$ cat src/rtl/kbd_bram_ctrl.sv
// PS/2 set-2 scan-code sequencer: decodes E0/F0 prefixes and stores make codes
// into a single-port BRAM shared with a host read port and a clear sweep.
//
// state     | meaning
// ----------+-------------------------------------------------------------
// S_IDLE    | waiting; arbitrates clr > pending write > host read
// S_WRITE   | ram_we high for one cycle with {ext, code} at address count
// S_READ    | ram_en high with ram_we low at rd_addr
// S_READ_WAIT| ram_rdata valid; rd_data captured and rd_valid pulses
// S_CLEAR   | writes 9'h000 to every address, one per cycle

module kbd_bram_ctrl #(
    parameter int ADDR_W = 4
) (
    input  logic              clk,
    input  logic              rst_n,
    input  logic              code_valid,
    input  logic [7:0]        key_code,
    input  logic              clr,
    input  logic              rd_req,
    input  logic [ADDR_W-1:0] rd_addr,
    output logic              ram_en,
    output logic              ram_we,
    output logic [ADDR_W-1:0] ram_addr,
    output logic [8:0]        ram_wdata,
    input  logic [8:0]        ram_rdata,
    output logic [8:0]        rd_data,
    output logic              rd_valid,
    output logic [ADDR_W:0]   count,
    output logic              full,
    output logic              busy,
    output logic              overflow
);

    localparam logic [ADDR_W:0]   DEPTH_CNT = (ADDR_W+1)'(1 << ADDR_W);
    localparam logic [ADDR_W-1:0] LAST_ADDR = '1;

    typedef enum logic [2:0] {
        S_IDLE,
        S_WRITE,
        S_READ,
        S_READ_WAIT,
        S_CLEAR
    } state_t;

    state_t            state, state_nx;
    logic              ram_en_nx, ram_we_nx;
    logic [ADDR_W-1:0] ram_addr_nx;
    logic [8:0]        ram_wdata_nx;

    logic              ext_flag, brk_flag;
    logic              pend_valid;
    logic [8:0]        pending;
    logic              clr_pend;
    logic [8:0]        rd_data_q;

    logic is_prefix, keep_byte, pend_load, clr_req, clr_start;

    assign full      = (count == DEPTH_CNT);
    assign busy      = (state != S_IDLE);
    assign rd_valid  = (state == S_READ_WAIT);
    // ram_rdata is only valid during READ_WAIT, so present it directly then
    assign rd_data   = (state == S_READ_WAIT) ? ram_rdata : rd_data_q;

    assign is_prefix = (key_code == 8'hE0) || (key_code == 8'hF0);
    assign keep_byte = code_valid && !is_prefix && !brk_flag;
    assign pend_load = keep_byte && !pend_valid && !full;
    assign clr_req   = clr || clr_pend;
    assign clr_start = (state == S_IDLE) && clr_req;

    always_comb begin
        state_nx     = state;
        ram_en_nx    = 1'b0;
        ram_we_nx    = 1'b0;
        ram_addr_nx  = ram_addr;
        ram_wdata_nx = ram_wdata;
        case (state)
            S_IDLE: begin
                if (clr_req) begin
                    state_nx     = S_CLEAR;
                    ram_en_nx    = 1'b1;
                    ram_we_nx    = 1'b1;
                    ram_addr_nx  = '0;
                    ram_wdata_nx = 9'h000;
                end else if (pend_valid || pend_load) begin
                    // a byte arriving this cycle is written directly, giving a one-cycle write latency
                    state_nx     = S_WRITE;
                    ram_en_nx    = 1'b1;
                    ram_we_nx    = 1'b1;
                    ram_addr_nx  = count[ADDR_W-1:0];
                    ram_wdata_nx = pend_valid ? pending : {ext_flag, key_code};
                end else if (rd_req) begin
                    state_nx    = S_READ;
                    ram_en_nx   = 1'b1;
                    ram_addr_nx = rd_addr;
                end
            end
            S_WRITE:     state_nx = S_IDLE;
            S_READ:      state_nx = S_READ_WAIT;
            S_READ_WAIT: state_nx = S_IDLE;
            S_CLEAR: begin
                if (ram_addr == LAST_ADDR) begin
                    state_nx = S_IDLE;
                end else begin
                    ram_en_nx    = 1'b1;
                    ram_we_nx    = 1'b1;
                    ram_addr_nx  = ram_addr + 1'b1;
                    ram_wdata_nx = 9'h000;
                end
            end
            default:     state_nx = S_IDLE;
        endcase
    end

    always_ff @(posedge clk or negedge rst_n) begin
        if (!rst_n) begin
            state     <= S_IDLE;
            ram_en    <= 1'b0;
            ram_we    <= 1'b0;
            ram_addr  <= '0;
            ram_wdata <= 9'h000;
        end else begin
            state     <= state_nx;
            ram_en    <= ram_en_nx;
            ram_we    <= ram_we_nx;
            ram_addr  <= ram_addr_nx;
            ram_wdata <= ram_wdata_nx;
        end
    end

    always_ff @(posedge clk or negedge rst_n) begin
        if (!rst_n) begin
            clr_pend <= 1'b0;
        end else if (clr_start) begin
            clr_pend <= 1'b0;
        end else if (clr) begin
            clr_pend <= 1'b1;
        end
    end

    always_ff @(posedge clk or negedge rst_n) begin
        if (!rst_n) begin
            ext_flag   <= 1'b0;
            brk_flag   <= 1'b0;
            pend_valid <= 1'b0;
            pending    <= 9'h000;
            count      <= '0;
            overflow   <= 1'b0;
        end else if (clr_start) begin
            ext_flag   <= 1'b0;
            brk_flag   <= 1'b0;
            pend_valid <= 1'b0;
            pending    <= 9'h000;
            count      <= '0;
            overflow   <= 1'b0;
        end else begin
            if (state == S_WRITE) begin
                count      <= count + 1'b1;
                pend_valid <= 1'b0;
            end
            if (code_valid) begin
                if (key_code == 8'hE0) begin
                    ext_flag <= 1'b1;
                end else if (key_code == 8'hF0) begin
                    brk_flag <= 1'b1;
                end else if (brk_flag) begin
                    ext_flag <= 1'b0;
                    brk_flag <= 1'b0;
                end else begin
                    ext_flag <= 1'b0;
                    if (pend_load) begin
                        pending    <= {ext_flag, key_code};
                        pend_valid <= 1'b1;
                    end else begin
                        overflow <= 1'b1;
                    end
                end
            end
        end
    end

    always_ff @(posedge clk or negedge rst_n) begin
        if (!rst_n) begin
            rd_data_q <= 9'h000;
        end else if (state == S_READ_WAIT) begin
            rd_data_q <= ram_rdata;
        end
    end

endmodule

$ cat config.mk
export PLATFORM = sky130hd
export DESIGN_NAME = kbd_bram_ctrl
export DESIGN_NICKNAME = d
export VERILOG_FILES = /design/src/rtl/kbd_bram_ctrl.sv
export SDC_FILE = /design/constraint.sdc
export NUM_CORES = 1
export LEC_CHECK = 0
export CORE_ASPECT_RATIO = 0.5
export CORE_MARGIN = 8
export CORE_UTILIZATION = 53
export CTS_BUF_LIST = sky130_fd_sc_hd__clkbuf_4 sky130_fd_sc_hd__clkbuf_8
export DETAILED_ROUTE_END_ITERATION = 6
export PLACE_DENSITY = 0.88
export SETUP_SLACK_MARGIN = 0.5
export SYNTH_ARGS = -nofsm -noshare
export SYNTH_HDL_FRONTEND = slang
export SYNTH_SLANG_ARGS = --single-unit
$ cat constraint.sdc
create_clock -name clk -period 3.1 [get_ports clk]
set_clock_uncertainty 0.05 [all_clocks]
set_input_delay 0.62 -clock clk [delete_from_list [all_inputs] [get_ports clk]]
set_output_delay 0.62 -clock clk [all_outputs]
set_load 0.01 [all_outputs]
==> out/results.tsv, run 1 <==
metric	value	unit
routedWlPerCell	17.02	um
dr_iter_0_viols	124	
via_per_instance_ratio	5.442	
grt_start_max_net_pins	47	
die_width	106.5	um
cts_tree	built	
final_hold_viol_count	0	
period_needed	2.561	ns
synthesized_instance_count	205	
synth_seq_cells	46	
dr.pass1.iters	4	
global_route.usage.met1	19.86	%
post_route_cells_drive_above_1_share	14.34	%
cp_data_required_time	3.23	ns
holdCritPathClass	in -> async	
timing.critical_path.fanout_max	5	
place_congestion	0.7738	
route.detailed.drc	0	
ctsHoldBuffers	0	
clock-root-buffer	sky130_fd_sc_hd__clkbuf_8	
synth_area_per_inst	10.58	um2
tritoncts.num_buffers	5	
initial_core_util	55.29	%
grt.met2_usage	29.42	%
run_status	finished clean	
power.total	0.001954	W
pwr-share-clk	19.3	%
slew_violations	0	
global_route_usage_over_all_layers	16.71	%
cts-root-to-sink-buffers	2	
number_of_primary_i_o_pins	59	
detailed_place_hpwl	3.727	mm
syn_nets	234	
layout_commonest_cell	sky130_fd_sc_hd__clkdlybuf4s50_1	
power.switching_fraction	32.75	%
power.internal	0.001314	W
synth-warning-count	0	
layout_worst_path_cycle_share	82.62	%
rrSetupSlack	0.60	ns
vias	1774	
critical_path.startpoint	key_code[0]	
netlist_area	2170	um2
clkSinkCount	46	
combinationalPowerShare	37.6	%
design.final.nets	300	
power_per_cell_area	651.8	nW/um2
hold_ws	0.4255	ns
layout_common_cells	sky130_fd_sc_hd__clkdlybuf4s50_1, sky130_fd_sc_hd__dfrtp_1, sky130_fd_sc_hd__nor2_1	
seq_power_share	43.1	%
crit_type	in -> reg	
synth-seq-area-share	53.06	%
antenna_found_initial	0	
asyncSetResetFlopFracSynth	100.0	%
antennaDiodeCount	0	
grt_remaining_overflow	0	
detail_route.wirelength	5.547	mm
dp_worst_setup_slack	-0.007565	ns
ys_dominant_reg_cell	sky130_fd_sc_hd__dfrtp_1	
critical_path.endpoint_type	register	
power.leakage	1.358	nW
cap_viol_max_count	0	
num_rows	16	
worstReg2RegStart	count[0]	
port-buffer-count	58	
placeableCoreArea	3924	um2
grt_pass1_vias	1755	
fmax	390.4	MHz
antenna_violating_nets_post_route	0	
rsz0062_at_grt	no	
syn2layout_area_growth	38.18	%
cts_htree_levels	2	
grt_first_pass_wirelength	8.562	mm
arrival	2.69	ns
worst_ir_drop_vdd	0.0004243	V
report.final.setup_viol	0	
die_area	6521	um2
critPathLaunchType	primary input	
clock_insertion_delay_worst_skew	0.29	ns
fin_ws	0.5387	ns
layout.core_utilization	76.40	%
power.net_switching	0.0006400	W
busiest_layer	met2	
clkSlewWorstSetupHoldPaths	0.08	ns
die_height	61.24	um
synth_edf_count	0	
timing.slew.headroom	33.92	%
synth_cell_type_count	40	
worst_slew_pin_slew	0.9913	ns
gr-usage-met3	4.071	%
power by group through the flow:
stage          logic (W)  clock network, W  registers [W]
5_1_grt         0.000791          0.000408       0.000858
3_3_place_gp    0.000621                 0       0.000840
4_1_cts         0.000714          0.000388       0.000837
6_report        0.000735          0.000377       0.000841
2_1_floorplan   0.000425                 0       0.000818
3_5_place_dp    0.000641                 0       0.000848
logic make-up (layout without fill, tap and decap cells):
group / count (synthesis) / in the layout / share of synthesized area (%)
and+or+nand+nor: 83 / 83 / 17.53
DFF: 46 / 46 / 53.06
muxes: 31 / 31 / 14.82
AOI/OAI and AO/OA: 22 / 22 / 8.248
buffers and inverters: 16 / 83 / 2.999
xor gates and xnor gates: 4 / 4 / 1.615
adders and majority gates: 3 / 3 / 1.730
synth_stat cells, types with 2 or more instances:
cell type	count	area [um2]
sky130_fd_sc_hd__o32ai_1	2	17.52
sky130_fd_sc_hd__nand4_1	2	12.51
sky130_fd_sc_hd__dfrtp_1	46	1151
sky130_fd_sc_hd__a21oi_1	7	35.03
sky130_fd_sc_hd__mux2i_1	22	220.2
sky130_fd_sc_hd__xor2_1	3	26.28
sky130_fd_sc_hd__nor3_1	3	15.01
sky130_fd_sc_hd__buf_1	2	7.510
sky130_fd_sc_hd__o21ai_0	2	10.01
sky130_fd_sc_hd__nand3_1	2	10.01
sky130_fd_sc_hd__inv_1	8	30.03
sky130_fd_sc_hd__nor2_1	33	123.9
sky130_fd_sc_hd__ha_1	3	37.54
sky130_fd_sc_hd__nor3b_1	2	15.01
sky130_fd_sc_hd__buf_2	4	20.02
sky130_fd_sc_hd__nand2_1	32	120.1
sky130_fd_sc_hd__mux2_2	9	101.4
stage by stage:
stage	instances	TNS, ns	cell area [um2]
after floorplan	205	0	2170
after global placement	313	0	2804
after detailed placement	313	-0.02719	2804
after CTS	325	0	2974
after global routing	326	0	2998
final	326	0	2998
critical path, cell delays in order:
cell                              delay (ns)
sky130_fd_sc_hd__clkdlybuf4s50_1        0.50
sky130_fd_sc_hd__o41ai_4                0.44
sky130_fd_sc_hd__nor4_2                 0.10
sky130_fd_sc_hd__or2_4                  0.29
sky130_fd_sc_hd__a21oi_4                0.14
sky130_fd_sc_hd__bufbuf_16              0.27
sky130_fd_sc_hd__mux2_2                 0.33
repair_timing:
action                                  in CTS  in global routing
pin swaps                                    5                  4
hold endpoints to repair                     0                  0
endpoints found under the setup margin      22                 11
gates cloned                                 1                  0
buffers inserted                             3                  1
gates resized for setup                      9                  8
path summary, 6_finish.rpt:
kind	end	cells after the start
setup / recovery	ram_wdata[6]	7
hold reg to reg	rd_data_q[2]	2
max in group asynchronous	state[0]	1
min in group clk	rd_data_q[2]	2
hold / removal	pending[8]	1
setup reg to reg	ram_addr[2]	8
registers in the layout, summed over array words and instances (netlist names):
| signal | flops |
|---|---|
| ext_flag | 1 |
| ram_en | 1 |
| count | 5 |
| pending | 9 |
| ram_wdata | 9 |
| clr_pend | 1 |
| ram_we | 1 |
| state | 3 |
| overflow | 1 |
| ram_addr | 4 |
| rd_data_q | 9 |
| pend_valid | 1 |
| brk_flag | 1 |
final cells by class:
cell class / count / area (um2)
repair buffers: 66 / 686.9
clock inverters: 1 / 5.005
multi-input cells: 143 / 958.4
fillers: 252 / 925.9
inverters: 9 / 36.28
well taps: 54 / 67.56
flip-flops and latches: 46 / 1154
clock buffers: 7 / 90.09
layer usage:
layer | wire [um] | part of all wire (%)
met1 | 2256 | 41
met2 | 2863 | 52
met3 | 350 | 6.3
met4 | 76 | 1.4
met5 | 0 | 0
Note: power is estimated with default switching activity, not from simulation.
==> run 2, diff against run 1 <==
- CORE_UTILIZATION: 53 -> 50
- PLACE_DENSITY: 0.88 -> 0.83
- clock period: 3.1 -> 2.41 ns (I/O delays scaled with it)
==> run 2 against run 1 <==
  * Register-to-register slack lost 0.43 ns
  * Sequential cell count is the same
  * Sequential share of layout area shrank 7.0 points
  * Design area grew 23%
  * Worst setup slack lost 0.37 ns
  * Critical path depth grew 1
  * Clock-buffer cell count grew 1
  * Core utilization grew 9.5 points
  * Sequential power grew 27%
  * Hold slack lost 0.33 ns
  * Critical endpoint is now pending[4]
==> out/results.tsv, run 2 (synthesis gave the netlist of run 1 again) <==
metric	value	unit	change
number_of_primary_i_o_pins	59		unchanged
capture_instance_of_the_worst_register_to_register_path	pending[4]		
run_status	finished clean		
grt_start_max_net_pins	26		-45%
detailed_place_hpwl	4.420	mm	+19%
critPathLaunchType	register		
routedWlPerCell	25.51	um	+50%
dr_iter_0_viols	233		+88%
slew_violations	0		unchanged
clkSinkCount	46		unchanged
place_inst	334		+6.7%
crit_path_top_delay_cell	sky130_fd_sc_hd__dfrtp_1		
timing.critical_path.to	pending[4]		
layout_common_cells	sky130_fd_sc_hd__dfrtp_1, sky130_fd_sc_hd__buf_4, sky130_fd_sc_hd__clkdlybuf4s50_1		
hold_ws	0.09612	ns	-0.3293 ns
layout.core_utilization	85.95	%	+9.5 points
worst_slew_pin_slew	0.5770	ns	-0.4143 ns
power.total	0.002960	W	+51%
crit_type	reg -> reg		
initial_core_util	50.75	%	-4.5 points
period_needed	2.240	ns	
clock_insertion_delay_worst_skew	0.32	ns	+0.03 ns
port-buffer-count	58		unchanged
critical_path.max_stage_delay	0.41	ns	-0.09 ns
antenna_found_initial	0		unchanged
tritoncts.num_buffers	5		unchanged
power.leakage	1.693	nW	+25%
grt_first_pass_wirelength	11.98	mm	+40%
layout_worst_path_cycle_share	92.95	%	
grt_remaining_overflow	0		unchanged
clock-root-buffer	sky130_fd_sc_hd__clkbuf_8		
holdCritPathClass	in -> async		
report.final.setup_viol	0		unchanged
die_area	6831	um2	+4.8%
placeableCoreArea	4275	um2	+9.0%
clkSlewWorstSetupHoldPaths	0.10	ns	+0.02 ns
reg2reg_depth	8		unchanged
syn2layout_area_growth	69.38	%	
via_per_instance_ratio	6.156		+13%
standard_cell_area_after_detailed_placement	2977	um2	+6.2%
design.final.nets	350		+17%
antennaDiodeCount	0		unchanged
timing.critical_path.fanout_max	11		+6
power_per_cell_area	805.4	nW/um2	+24%
dr.pass1.iters	4		unchanged
rsz0062_at_grt	yes		
arrival	2.38	ns	-0.31 ns
route.detailed.drc	0		unchanged
layout_top_registers	pending (9), ram_wdata (9), rd_data_q (9)		
worst_ir_drop_vdd	0.0007569	V	+78%
critical_path.endpoint_type	register		
final_area	3675	um2	+23%
cts_tree	built		
global_route_usage_over_all_layers	22.51	%	+5.8 points
cap_viol_max_count	0		unchanged
critical_path.startpoint	count[1]		
final_hold_viol_count	0		unchanged
cts_htree_levels	2		unchanged
vias	2333		+32%
post_route_cells_drive_above_1_share	43.79	%	+29 points
worstReg2RegStart	count[1]		
cts-root-to-sink-buffers	2		unchanged
antenna_violating_nets_post_route	0		unchanged
place_congestion	0.8490		+9.7%
final-instance-count-excl-fill	379		+16%
timing.critical_path.cells	inv_2 > ha_4 > and4bb_2 > nor4_2 > buf_4 > buf_6 > mux2i_1 > nor2_1		
die_width	109.2	um	+2.5%
layout_commonest_cell	sky130_fd_sc_hd__dfrtp_1		
timing.slew.headroom	61.53	%	+28 points
detail_route.wirelength	9.670	mm	+74%
cp_data_required_time	2.55	ns	-0.68 ns
num_rows	17		+1
grt_pass1_vias	2207		+26%
rrSetupSlack	0.17	ns	-0.43 ns
die_height	62.58	um	+2.2%
fmax	446.4	MHz	
## run 2: changes by cell type in the layout (fill, tap and decap cells not counted), moves of 3 or more
cell	change
sky130_fd_sc_hd__nand2_1	-20
sky130_fd_sc_hd__inv_1	-3
sky130_fd_sc_hd__dlygate4sd2_1	+4
sky130_fd_sc_hd__buf_6	+28
sky130_fd_sc_hd__dfrtp_1	-3
sky130_fd_sc_hd__nand2_4	+14
sky130_fd_sc_hd__nand2_2	+6
sky130_fd_sc_hd__clkdlybuf4s15_1	-3
sky130_fd_sc_hd__dfrtp_2	+3
sky130_fd_sc_hd__inv_2	+3
sky130_fd_sc_hd__clkdlybuf4s50_1	-15
sky130_fd_sc_hd__mux2i_1	-3
sky130_fd_sc_hd__buf_4	+32
## run 2: area by class of cell
cell class	count	area (um2)
Clock buffer	8	110.1
Fill cell	182	600.6
Inverter	9	38.79
Multi-Input combinational cell	144	1184
Sequential cell	46	1157
Tap cell	57	71.32
Timing Repair Buffer	114	1107
Timing Repair inverter	1	6.256
## run 2: worst max-delay path, delay by kind of cell (launching register included)
family	cells	cell delay, ns
and+or+nand+nor	3	0.69
buffers and inverters	3	0.50
DFF	1	0.41
muxes	1	0.28
adders and majority gates	1	0.17
## run 2: where the power goes
group	switching (W)	internal, W
clock network	0.000292	0.000291
registers	0.000147	0.000924
logic	0.000658	0.000649
## run 2: how the worst min path moves through the flow
stage	endpoint	slack, ns	cells past startpoint
final	count[1]	0.1	1
after global routing	count[1]	0.13	1
after CTS	rd_data_q[5]	0.11	1
after detailed placement	rd_data_q[4]	0.41	2
after global placement	rd_data_q[7]	0.40	2
after floorplan	brk_flag	0.14	0
## run 2: stage by stage
step / setup TNS, ns / setup WS, ns
floorplan: 0 / 0.1600
global placement: -4.399 / -0.4124
detailed placement: -5.351 / -0.4866
CTS: 0 / 0.2320
global route: 0 / 0.1011
finish: 0 / 0.1698
## run 2: timing repair
item / in CTS / in global routing
cloned: 3 / 0
buffers inserted: 23 / 11
hold buffers: 0 / 0
endpoints found under the setup margin: 42 / 44
gates resized for setup: 108 / 56
pin swaps: 22 / 13
## run 2: routing by layer
metal  wire length (um)  share of wire, %  track usage (%)
met5                  0                 0                0
met4                607               6.3            11.17
met3                868               9.0            5.556
met2               4503                47            34.74
met1               3691                38            28.63
